## config.mk

```make
export PLATFORM = sky130hd
export DESIGN_NAME = gf_mult_arbiter
export DESIGN_NICKNAME = d
export VERILOG_FILES = /design/src/rtl/gf_mult_arbiter.sv
export SDC_FILE = /design/constraint.sdc
export NUM_CORES = 1
export LEC_CHECK = 0
export CORE_MARGIN = 2
export CORE_UTILIZATION = 30
export CTS_CLUSTER_SIZE = 20
export DETAILED_ROUTE_END_ITERATION = 10
export PLACE_DENSITY = 0.77
export SYNTH_ARGS = -nofsm -noshare
export SYNTH_HDL_FRONTEND = slang
export SYNTH_SLANG_ARGS = --single-unit
```

## constraint.sdc

```tcl
create_clock -name clk -period 1.6 [get_ports clk]
set_clock_uncertainty 0.05 [all_clocks]
set_input_delay 0.24 -clock clk [delete_from_list [all_inputs] [get_ports clk]]
set_output_delay 0.24 -clock clk [all_outputs]
set_load 0.03 [all_outputs]
```

## src/rtl/gf_mult_arbiter.sv

```systemverilog
// Round-robin arbiter that time-shares one external GF(2^m) multiplier among NREQ requesters.
// Each accepted operand pair is tagged with its requester index so the product is routed back.
module gf_mult_arbiter #(
    parameter int m       = 16,
    parameter int NREQ    = 4,
    parameter int MUL_LAT = 1
) (
    input  logic              clk,
    input  logic              rst,
    input  logic [NREQ-1:0]   req_valid,
    input  logic [NREQ*m-1:0] req_a,
    input  logic [NREQ*m-1:0] req_b,
    output logic [NREQ-1:0]   req_ready,
    output logic [m-1:0]      mul_a,
    output logic [m-1:0]      mul_b,
    input  logic [m-1:0]      mul_c,
    output logic [NREQ-1:0]   rsp_valid,
    output logic [m-1:0]      rsp_data,
    output logic              busy,
    output logic [15:0]       issue_cnt
);

    localparam int IW    = (NREQ > 1) ? $clog2(NREQ) : 1;
    localparam int DEPTH = 1 + MUL_LAT;

    logic [IW-1:0]   r_ptr;
    logic [m-1:0]    r_mul_a;
    logic [m-1:0]    r_mul_b;
    logic [15:0]     r_issue_cnt;
    logic [DEPTH-1:0] r_tag_vld;
    logic [IW-1:0]   r_tag_idx [DEPTH];

    logic            w_grant_vld;
    logic [IW-1:0]   w_grant_idx;
    logic [IW-1:0]   w_cand;
    logic            w_xfer;
    logic [m-1:0]    w_a_slice [NREQ];
    logic [m-1:0]    w_b_slice [NREQ];

    genvar gi;
    generate
        for (gi = 0; gi < NREQ; gi++) begin : g_slice
            assign w_a_slice[gi] = req_a[gi*m +: m];
            assign w_b_slice[gi] = req_b[gi*m +: m];
        end
    endgenerate

    // Search begins one past the last winner, so a requester that drops out keeps its turn.
    always_comb begin
        w_grant_vld = 1'b0;
        w_grant_idx = '0;
        w_cand      = '0;
        for (int k = 1; k <= NREQ; k++) begin
            w_cand = IW'((int'(r_ptr) + k) % NREQ);
            if (!w_grant_vld && req_valid[w_cand]) begin
                w_grant_vld = 1'b1;
                w_grant_idx = w_cand;
            end
        end
    end

    assign w_xfer = w_grant_vld & ~rst;

    always_comb begin
        req_ready = '0;
        if (w_xfer) begin
            req_ready[w_grant_idx] = 1'b1;
        end
    end

    always_ff @(posedge clk) begin
        if (rst) begin
            r_ptr       <= IW'(NREQ - 1);
            r_mul_a     <= '0;
            r_mul_b     <= '0;
            r_issue_cnt <= '0;
        end else if (w_xfer) begin
            r_ptr       <= w_grant_idx;
            r_mul_a     <= w_a_slice[w_grant_idx];
            r_mul_b     <= w_b_slice[w_grant_idx];
            r_issue_cnt <= r_issue_cnt + 16'd1;
        end else begin
            r_mul_a     <= '0;
            r_mul_b     <= '0;
        end
    end

    // Tag shift register is aligned so its last stage coincides with mul_c for that op.
    always_ff @(posedge clk) begin
        if (rst) begin
            r_tag_vld <= '0;
            for (int i = 0; i < DEPTH; i++) begin
                r_tag_idx[i] <= '0;
            end
        end else begin
            for (int i = DEPTH - 1; i > 0; i--) begin
                r_tag_vld[i] <= r_tag_vld[i-1];
                r_tag_idx[i] <= r_tag_idx[i-1];
            end
            r_tag_vld[0] <= w_xfer;
            r_tag_idx[0] <= w_grant_idx;
        end
    end

    generate
        for (gi = 0; gi < NREQ; gi++) begin : g_rsp
            assign rsp_valid[gi] = ~rst & r_tag_vld[DEPTH-1] & (r_tag_idx[DEPTH-1] == IW'(gi));
        end
    endgenerate

    assign rsp_data  = mul_c;
    assign mul_a     = r_mul_a;
    assign mul_b     = r_mul_b;
    assign issue_cnt = r_issue_cnt;
    assign busy      = (|req_valid) | (|r_tag_vld);

endmodule

```

==> reports/qor.csv <==
metric;value;unit
CTS Buffer Depth;2;
vias in the first global route;2974;
XOR/XNOR Fraction of Synth Area;0.0400;
CTS clock-pin slew for the worst setup and hold paths;0.10;ns
synthesized area per cell;9.85;µm²
nets@finish;645;
Adder-Cell Fraction of Synth Area;0.00440;
share of layout cells above drive strength 1;0.188;
met1 Use GR;0.189;
crit path time final;1.85;ns
Final Hold Fails;0;
DRT Pass-1 Iters;4;
Design Area, Final;0.00536;mm²
power per cell area;767;mW/mm²
vias per inst;4.67;
most common cell in the synthesized netlist;mux2i_1;
routed via count;2917;
Post-synth top flop;dfxtp_1;
Routed WL;9690;µm
failing checks;setup timing;
CP endpoint kind;primary output;
Rows;35;
FF-to-FF Start;r_ptr[0];
largest net degree at the start of global routing;33;
root buf cell;clkbuf_8;
Seq/Total Area, Yosys;0.394;
Core Region;0.00924;mm²
Final Wtd Congestion;0.852;
Slew HR;0.716;
Clock Sinks;56;
initial core utilization;0.308;
chip width;101;µm
setup repair after global routing missed its margin;true;
crit path max fanout;4;
outcome;complete, but fails checks;
Crit. Startpoint;r_ptr[0];
Worst-Skew Late Latency;0.31;ns
Initial DRC Count;45;
met3 usage;0.0483;
io pins;223;
Crit Path Category;register to primary output;
Port-buffer cells;190;
busiest grt layer;met2;
Ys Warns;0;
largest area contributor in the netlist;dfxtp_1;
Worst setup SP type;register;
Leakage;2.49;nW
DRC Markers;0;
Syn Nets;440;
FMAX;0.540;GHz
area growth from synthesis to layout;88.3;%
synthesized flop and latch total;56;
Hold Path Class;input port to register;
wire per inst;15.5;µm
min-delay src;rst;
Post-Synth Simple-Gate Area;0.125;
Netlist cell types;37;
arrival time worst endpoint;1.56;ns
Pins Over Slew Limit;0;
maximum vdd drop;0.403;mV
hpwl dp;7320;µm
setup ws final;-0.250;ns
Die Y;101;µm
global route total overflow;0;
CTS Hold Buffers Added;0;
GR Util All Layers;0.175;
antenna violations before repair;0;
met2 Track Usage GR;0.330;
Synth top cells by count;mux2i_1 (64), dfxtp_1 (56), o22ai_1 (33), nor2_1 (21), buf_4 (16);
number of synthesized flops with an enable pin;0;
Worst-Margin Slew;0.428;ns
Ant. Diodes;0;
share of the synthesized area in the top cell type;0.394;
CTS H-tree lvls;2;
first-pass GRT wire length;14100;µm
Post-synth ARST share;0;
synth top area cells;dfxtp_1 (39%), mux2i_1 (23%), o22ai_1 (7.3%), buf_4 (4.2%), buf_12 (2.8%);
Die ar.;0.0103;mm²
area post-placement;0.00494;mm²
period utilisation layout;1.16;
Num CTS Buffers;5;
CTS tree;built;
main combinational cell family by area after synthesis;multiplexers;
total power;4.11;mW
final setup vio count;37;
CP required;1.31;ns
Synth Instances;289;
Max Cap Viol;0;
Syn Std Cell Area;0.00285;mm²
mux contribution to synthesized area;0.225;
ANT nets after route;0;
compound-gate portion of the synthesized area;0.106;
[cell usage in the layout, fill, tap and decap left out, types with 5 or more instances in the layout]
cell type and n:
clkdlybuf4s50_1 128, mux2i_1 61, dfxtp_1 49, dlygate4sd2_1 45
o22ai_1 32, buf_4 25, nor2_1 16, nand2_1 11
buf_6 11, buf_12 11, xor2_1 8, dfxtp_2 6
and3_1 5, nand4_1 5, xnor2_1 5, a21oi_1 5
clkbuf_8 5
[per-layer routing]
| metal | share of wire | vias to the layer above |
|---|---|---|
| li1 | - | 1435 |
| met1 | 0.37 | 1343 |
| met2 | 0.54 | 119 |
| met3 | 0.065 | 20 |
| met4 | 0.022 | 0 |
| met5 | 0 | - |
[timing repair]
action	CTS	global route
setup buffers	8	2
gates resized for setup	105	23
cloned	3	2
setup endpoints to repair	93	44
pin swaps	17	14
[registers in the layout (all words and copies together) (netlist names)]
| name | count |
|---|---|
| issue_cnt | 16 |
| r_tag_idx | 4 |
| mul_a | 16 |
| r_tag_vld | 2 |
| mul_b | 16 |
| r_ptr | 2 |
[worst max-delay path: stages (launching register included)]
cell      delay [ns]
dfxtp_4         0.39
nand2b_4        0.14
a21boi_4        0.19
o21ai_2         0.08
a21o_1          0.22
nor2_4          0.11
buf_6           0.14
[power by group]
part	switching (mW)	total, mW	internal [mW]
sequential	0.0479	1.58	1.53
clock	0.466	0.781	0.315
combinational	0.794	1.75	0.959
[cell families after synthesis]
| logic type | count (synthesis) |
|---|---|
| AO/OA/AOI/OAI | 49 |
| XOR/XNOR | 13 |
| multiplexers | 64 |
| AND/OR/NAND/NOR | 69 |
| buffers and inverters | 37 |
| adder cells (fa/ha/maj) | 1 |
| flip-flops | 56 |
[final timing paths]
check	end	slack (ns)	cells past startpoint
worst max register to register	mul_a[15]	-0.17	8
worst min-delay path	r_tag_vld[0]	0.28	2
worst min register to register	r_tag_idx[0][3]	0.41	1
worst max-delay path	req_ready[0]	-0.25	6
[cell type report]
| cell class | count | area (µm²) |
|---|---|---|
| clock buffers | 7 | 76.3 |
| clock inverters | 1 | 8.76 |
| well taps | 129 | 161 |
| flip-flops and latches | 56 | 1130 |
| multi-input cells | 196 | 1580 |
| fillers | 831 | 3880 |
| repair buffers | 232 | 2380 |
| inverters | 3 | 11.3 |
[metrics by stage]
stage	setup TNS [ns]	hold WS, ns	instances	util	setup slack (ns)
after floorplan	-0.0840	0.262	289	-	-0.0840
after global placement	-24.05	0.372	604	0.534	-0.806
after detailed placement	-25.93	0.386	604	0.534	-0.832
after CTS	-4.02	0.274	622	0.573	-0.251
after global routing	-6.49	0.305	624	0.580	-0.322
final	-4.01	0.280	624	0.580	-0.250
(Power assumes the default switching activity.)
